==> config.mk <==
export PLATFORM = sky130hd
export DESIGN_NAME = alu_reg
export DESIGN_NICKNAME = d
export VERILOG_FILES = /design/src/rtl/alu_pkg.sv /design/src/rtl/alu_addsub.sv /design/src/rtl/alu_reg.sv
export SDC_FILE = /design/constraint.sdc
export NUM_CORES = 1
export LEC_CHECK = 0
export CAP_MARGIN = 0
export CORE_UTILIZATION = 40
export CTS_BUF_LIST = sky130_fd_sc_hd__clkbuf_4
export CTS_CLUSTER_SIZE = 25
export DETAILED_ROUTE_END_ITERATION = 10
export DONT_BUFFER_PORTS = 1
export GPL_ROUTABILITY_DRIVEN = 1
export GPL_TIMING_DRIVEN = 0
export PLACE_DENSITY = 0.55
export SLEW_MARGIN = 5
export SYNTH_ARGS = -nofsm -noshare
export SYNTH_HDL_FRONTEND = slang
export SYNTH_SLANG_ARGS = --single-unit
export TNS_END_PERCENT = 50
==> constraint.sdc <==
create_clock -name i_clk -period 7.95 [get_ports i_clk]
set_input_delay 0.795 -clock i_clk [delete_from_list [all_inputs] [get_ports i_clk]]
set_output_delay 0.795 -clock i_clk [all_outputs]
set_load 0.02 [all_outputs]
==> src/rtl/alu_pkg.sv <==
// ============================================================================
// Module   : alu_pkg
// Purpose  : Function codes shared by the registered ALU and its adder.
// Revision : 1.0  initial release
// ============================================================================
`default_nettype none

package alu_pkg;

    localparam logic [2:0] F_AND   = 3'b000;
    localparam logic [2:0] F_OR    = 3'b001;
    localparam logic [2:0] F_ADD   = 3'b010;
    localparam logic [2:0] F_AND_N = 3'b100;
    localparam logic [2:0] F_OR_N  = 3'b101;
    localparam logic [2:0] F_SUB   = 3'b110;
    localparam logic [2:0] F_SLT   = 3'b111;

    // Bit of the function code that inverts B and supplies the adder carry-in.
    localparam int c_INV_B_BIT = 2;

endpackage : alu_pkg

`default_nettype wire

==> src/rtl/alu_addsub.sv <==
// ============================================================================
// Module   : alu_addsub
// Purpose  : Combinational N-bit add/subtract with carry-out and signed overflow.
// Revision : 1.0  initial release
// ============================================================================
`default_nettype none

module alu_addsub #(
    parameter int N = 32
) (
    input  logic [N-1:0] i_a,
    input  logic [N-1:0] i_b,
    input  logic         i_inv_b,
    output logic [N-1:0] o_sum,
    output logic         o_cout,
    output logic         o_ovf
);

    logic [N-1:0] w_bb;
    logic [N:0]   w_full;

    assign w_bb   = i_inv_b ? ~i_b : i_b;
    assign w_full = {1'b0, i_a} + {1'b0, w_bb} + {{N{1'b0}}, i_inv_b};
    assign o_sum  = w_full[N-1:0];
    assign o_cout = w_full[N];
    // Overflow when both adder inputs share a sign that the result does not.
    assign o_ovf  = (i_a[N-1] == w_bb[N-1]) && (w_full[N-1] != i_a[N-1]);

endmodule : alu_addsub

`default_nettype wire

==> src/rtl/alu_reg.sv <==
// ============================================================================
// Module   : alu_reg
// Purpose  : Registered N-bit ALU (AND/OR/ADD/SUB/SLT, inverted-B logic ops),
//            one cycle latency. Optional macro ALU_ZERO_FLAG_EN adds o_zero.
// Revision : 1.0  initial release
// ============================================================================
`default_nettype none

module alu_reg
    import alu_pkg::*;
#(
    parameter int N = 32
) (
    input  logic         i_clk,
    input  logic         i_rstn,
    input  logic [N-1:0] i_a,
    input  logic [N-1:0] i_b,
    input  logic [2:0]   i_f,
    output logic [N-1:0] o_y,
    output logic         o_c,
    output logic         o_ovf
`ifdef ALU_ZERO_FLAG_EN
    ,
    output logic         o_zero
`endif
);

    logic [N-1:0] w_sum;
    logic         w_cout;
    logic         w_ovf_int;
    logic [N-1:0] w_y;
    logic         w_c;
    logic         w_ovf;

    logic [N-1:0] r_y;
    logic         r_c;
    logic         r_ovf;

    alu_addsub #(.N(N)) u_addsub (
        .i_a     (i_a),
        .i_b     (i_b),
        .i_inv_b (i_f[c_INV_B_BIT]),
        .o_sum   (w_sum),
        .o_cout  (w_cout),
        .o_ovf   (w_ovf_int)
    );

    always_comb begin
        w_y   = '0;
        w_c   = 1'b0;
        w_ovf = 1'b0;
        case (i_f)
            F_AND:   w_y = i_a & i_b;
            F_OR:    w_y = i_a | i_b;
            F_AND_N: w_y = i_a & ~i_b;
            F_OR_N:  w_y = i_a | ~i_b;
            F_ADD, F_SUB: begin
                w_y   = w_sum;
                w_c   = w_cout;
                w_ovf = w_ovf_int;
            end
            // Sign of a-b corrected by overflow gives the true signed less-than.
            F_SLT:   w_y = {{(N-1){1'b0}}, w_sum[N-1] ^ w_ovf_int};
            default: w_y = '0;
        endcase
    end

    always_ff @(posedge i_clk) begin
        if (!i_rstn) begin
            r_y   <= '0;
            r_c   <= 1'b0;
            r_ovf <= 1'b0;
        end else begin
            r_y   <= w_y;
            r_c   <= w_c;
            r_ovf <= w_ovf;
        end
    end

    assign o_y   = r_y;
    assign o_c   = r_c;
    assign o_ovf = r_ovf;

`ifdef ALU_ZERO_FLAG_EN
    logic r_zero;

    always_ff @(posedge i_clk) begin
        if (!i_rstn) begin
            r_zero <= 1'b1;
        end else begin
            r_zero <= (w_y == '0);
        end
    end

    assign o_zero = r_zero;
`endif

endmodule : alu_reg

`default_nettype wire

==> impl_metrics.xml <==
<?xml version="1.0" encoding="UTF-8"?>
<metrics>
  <group name="setup_path">
    <metric name="worst_ep_arrival_time" unit="ns">4.00</metric>
    <metric name="setup.worst_path.start_class" unit="">input port</metric>
    <metric name="critPathMaxFanout" unit="">10</metric>
    <metric name="critPathRequiredTime" unit="ns">8.20</metric>
    <metric name="worstSetupPathType" unit="">in2reg</metric>
    <metric name="timing.critical_path.to_type" unit="">flop</metric>
  </group>
  <group name="floorplan">
    <metric name="die_height" unit="um">97.69</metric>
    <metric name="floorplan.initialDensity" unit="">0.4159</metric>
    <metric name="design.core.area" unit="mm2">0.008806</metric>
    <metric name="dieWidth" unit="um">97.69</metric>
    <metric name="num_rows" unit="">34</metric>
    <metric name="ios" unit="">103</metric>
    <metric name="die_area" unit="mm2">0.009542</metric>
  </group>
  <group name="run_status">
    <metric name="run_status" unit="">finished, violations left</metric>
    <metric name="violations_in_the_final_reports" unit="">design-rule violations</metric>
  </group>
  <group name="yosys">
    <metric name="number_of_enable_type_register_cells_in_the_synthesized_netlist" unit="">0</metric>
    <metric name="yosysWarnings" unit="">0</metric>
    <metric name="synth-main-ff-cell" unit="">sky130_fd_sc_hd__dfxtp_1</metric>
    <metric name="postSynthRegisterBits" unit="">34</metric>
    <metric name="synth_commonest_cells" unit="">sky130_fd_sc_hd__nand2_1, sky130_fd_sc_hd__xor2_1, sky130_fd_sc_hd__a21oi_1</metric>
    <metric name="async_set_reset_flop_share_out_of_synthesis" unit="">0</metric>
    <metric name="yosysSeqAreaShare" unit="">0.1859</metric>
    <metric name="synth_cell_types" unit="">54</metric>
    <metric name="netlist_top_cells_area" unit="">sky130_fd_sc_hd__dfxtp_1, sky130_fd_sc_hd__ha_1, sky130_fd_sc_hd__xor2_1, sky130_fd_sc_hd__maj3_1, sky130_fd_sc_hd__nand2_1</metric>
    <metric name="synth_area_per_cell" unit="um2">7.694</metric>
    <metric name="netlist_instances" unit="">476</metric>
    <metric name="mappedNetlistArea" unit="mm2">0.003662</metric>
    <metric name="post-synth-top-count-cell" unit="">sky130_fd_sc_hd__nand2_1</metric>
    <metric name="postSynthNetCount" unit="">578</metric>
    <metric name="post-synth-top-area-cell" unit="">sky130_fd_sc_hd__dfxtp_1</metric>
    <metric name="yosysTopAreaCellShare" unit="">0.1859</metric>
  </group>
  <group name="global_routing">
    <metric name="grt_overflow" unit="">0</metric>
    <metric name="via_count_of_the_first_global_routing_pass" unit="">3431</metric>
    <metric name="grt_first_pass_wirelength" unit="mm">17.87</metric>
    <metric name="maximum_number_of_pins_on_one_net_before_global_route_repair" unit="">12</metric>
    <metric name="grtUsageTotal" unit="">0.2388</metric>
    <metric name="antenna_violations_before_repair" unit="">0</metric>
  </group>
  <group name="placement">
    <metric name="post-place-ws" unit="ns">3.809</metric>
    <metric name="gp_congestion" unit="">0.9091</metric>
    <metric name="port_buffers" unit="">0</metric>
    <metric name="post-dp-hpwl" unit="mm">8.928</metric>
  </group>
  <group name="cells_and_area">
    <metric name="multiInputGateArea" unit="mm2">0.002854</metric>
    <metric name="antenna_cells" unit="">0</metric>
    <metric name="design.final.nets" unit="">585</metric>
    <metric name="postLayoutCoreUtil" unit="">0.4373</metric>
    <metric name="sequential_cell_area" unit="um2">680.7</metric>
    <metric name="drive_gt1_frac" unit="">0.03719</metric>
    <metric name="area_growth" unit="%">5.159</metric>
    <metric name="layout.filler_cells" unit="">976</metric>
  </group>
  <group name="pwr">
    <metric name="switchingPower" unit="mW">0.2866</metric>
    <metric name="max-vdd-ir-drop" unit="mV">0.07059</metric>
    <metric name="power.share.clock" unit="">0.167</metric>
    <metric name="power_density" unit="mW/mm2">163.3</metric>
    <metric name="finalPower" unit="mW">0.6288</metric>
    <metric name="power.share.combinational" unit="">0.492</metric>
    <metric name="leakage" unit="nW">1.488</metric>
    <metric name="p_int" unit="mW">0.3423</metric>
    <metric name="power.sequential.fraction" unit="">0.340</metric>
    <metric name="sw_frac_of_total" unit="">0.4557</metric>
  </group>
  <group name="sta">
    <metric name="final.period_utilization" unit="">0.4716</metric>
    <metric name="hold_violations" unit="">0</metric>
    <metric name="grt_setup_unrepaired" unit="">no</metric>
    <metric name="timing.final.ws_setup" unit="ns">4.201</metric>
    <metric name="layout_min_cycle_time" unit="ns">3.749</metric>
    <metric name="final_setup_violations" unit="">0</metric>
    <metric name="timing.setup.tns" unit="ns">0</metric>
    <metric name="max_freq" unit="MHz">266.7</metric>
    <metric name="worst-slew-pin-transition" unit="ns">0.8107</metric>
    <metric name="timing.slew.headroom" unit="">0.4559</metric>
    <metric name="finalMaxSlewViolations" unit="">0</metric>
  </group>
  <group name="detailed_routing">
    <metric name="dr.first_iter.drc_count" unit="">181</metric>
    <metric name="antenna_violating_nets_remaining" unit="">0</metric>
    <metric name="routed-via-count" unit="">3426</metric>
    <metric name="vias_per_cell" unit="">5.787</metric>
    <metric name="route.detailed.drc" unit="">14</metric>
    <metric name="finalWirelength" unit="mm">11.22</metric>
    <metric name="wl_per_cell" unit="um">18.95</metric>
    <metric name="drt_pre_antenna_iters" unit="">10</metric>
  </group>
  <group name="clock_network">
    <metric name="cts.sinks" unit="">34</metric>
    <metric name="cts.reportedPaths.clkPinSlew" unit="ns">0.13</metric>
    <metric name="cts_repair_resize_count" unit="">0</metric>
    <metric name="tritoncts.num_buffers" unit="">5</metric>
    <metric name="hold_buffers" unit="">0</metric>
    <metric name="root_buffer" unit="">sky130_fd_sc_hd__clkbuf_4</metric>
    <metric name="cts_tree" unit="">done</metric>
    <metric name="postCtsSetupBuffers" unit="">0</metric>
    <metric name="cts-root-to-sink-buffers" unit="">2</metric>
    <metric name="cts_htree_levels" unit="">2</metric>
  </group>
  <group name="worst_hold_path">
    <metric name="min-delay-path-class" unit="">in2reg</metric>
  </group>
  <group name="run">
    <metric name="max_cap_violations" unit="">0</metric>
  </group>
</metrics>
==> layer usage <==
metal | part of all wire | GRT usage
met1 | 0.46 | 0.3042
met2 | 0.47 | 0.4064
met3 | 0.054 | 0.04532
met4 | 0.019 | 0.07110
met5 | 0 | 0
==> path summary, 6_finish.rpt <==
path,startpoint,slack [ns],cells past startpoint,endpoint
worst max-delay path,i_f[2],4.20,12,o_y[31]
worst min-delay path,i_rstn,0.54,1,o_y[10]
==> flip-flops by register name, indices dropped and copies added, names as in the netlist <==
name	count
o_c	1
o_y	32
o_ovf	1
==> final cells by class <==
class                   count  share of cell area
inverters                   8            0.007797
clock buffers               5            0.009747
clock inverters             3            0.004224
plain buffers              25             0.02534
flip-flops and latches     34              0.1767
multi-input cells         409              0.7411
well taps                 108             0.03509
==> cell usage in the layout, fill, tap and decap left out, types with 3 or more instances in the layout <==
cell type / netlist / final
sky130_fd_sc_hd__mux2i_1: 3 / 3
sky130_fd_sc_hd__nand3_1: 4 / 4
sky130_fd_sc_hd__a21oi_1: 42 / 42
sky130_fd_sc_hd__o21a_1: 9 / 9
sky130_fd_sc_hd__nor4_1: 3 / 3
sky130_fd_sc_hd__nand4_1: 11 / 11
sky130_fd_sc_hd__nand2b_1: 6 / 6
sky130_fd_sc_hd__ha_1: 32 / 32
sky130_fd_sc_hd__and3_1: 3 / 3
sky130_fd_sc_hd__o22ai_1: 3 / 3
sky130_fd_sc_hd__o211ai_1: 4 / 4
sky130_fd_sc_hd__or3_1: 4 / 4
sky130_fd_sc_hd__o31ai_1: 4 / 4
sky130_fd_sc_hd__nor2_1: 32 / 32
sky130_fd_sc_hd__nor2b_1: 3 / 3
sky130_fd_sc_hd__xor2_1: 43 / 43
sky130_fd_sc_hd__clkbuf_1: 21 / 21
sky130_fd_sc_hd__maj3_1: 31 / 31
sky130_fd_sc_hd__inv_1: 7 / 7
sky130_fd_sc_hd__dfxtp_1: 34 / 34
sky130_fd_sc_hd__a21o_1: 6 / 6
sky130_fd_sc_hd__xnor2_1: 13 / 13
sky130_fd_sc_hd__nor3_1: 9 / 9
sky130_fd_sc_hd__nand2_1: 57 / 57
sky130_fd_sc_hd__buf_2: 3 / 3
sky130_fd_sc_hd__o21bai_1: 7 / 7
sky130_fd_sc_hd__a22oi_1: 6 / 6
sky130_fd_sc_hd__o21ai_0: 41 / 41
sky130_fd_sc_hd__clkbuf_4: 0 / 5
==> power groups by stage <==
stage	registers, mW	clock network (mW)	logic (mW)
after floorplan	0.216	0	0.242
after global placement	0.218	0	0.305
after detailed placement	0.218	0	0.306
after CTS	0.214	0.110	0.308
after global routing	0.216	0.115	0.347
final	0.214	0.105	0.310
==> per-stage QoR <==
stage / std cells / area (um2) / hold slack, ns
global route: 592 / 3851 / 0.5557
floorplan: 476 / 3662 / 0.9167
detailed placement: 584 / 3797 / 0.9284
finish: 592 / 3851 / 0.5437
CTS: 592 / 3851 / 0.5428
global placement: 584 / 3797 / 0.9213
==> worst max-delay path, stage by stage <==
cell and delay (ns):
sky130_fd_sc_hd__buf_2 0.25, sky130_fd_sc_hd__buf_2 0.42, sky130_fd_sc_hd__xor2_1 0.24, sky130_fd_sc_hd__ha_1 0.26, sky130_fd_sc_hd__clkbuf_1 0.19, sky130_fd_sc_hd__a211oi_1 0.34
sky130_fd_sc_hd__o211ai_1 0.16, sky130_fd_sc_hd__a21boi_0 0.42, sky130_fd_sc_hd__o21ai_0 0.21, sky130_fd_sc_hd__a221oi_2 0.47, sky130_fd_sc_hd__xnor2_1 0.17, sky130_fd_sc_hd__o21ai_1 0.07
==> logic make-up (layout without fill, tap and decap cells) <==
family / count (synthesis) / after routing / synth area share
fa+ha+maj: 64 / 64 / 0.1995
flops: 34 / 34 / 0.1859
buf+inv: 33 / 41 / 0.03485
xor+xnor: 56 / 56 / 0.1339
simple gates: 136 / 136 / 0.1678
mux: 4 / 4 / 0.01435
compound gates: 149 / 149 / 0.2638
(Power assumes the default switching activity.)
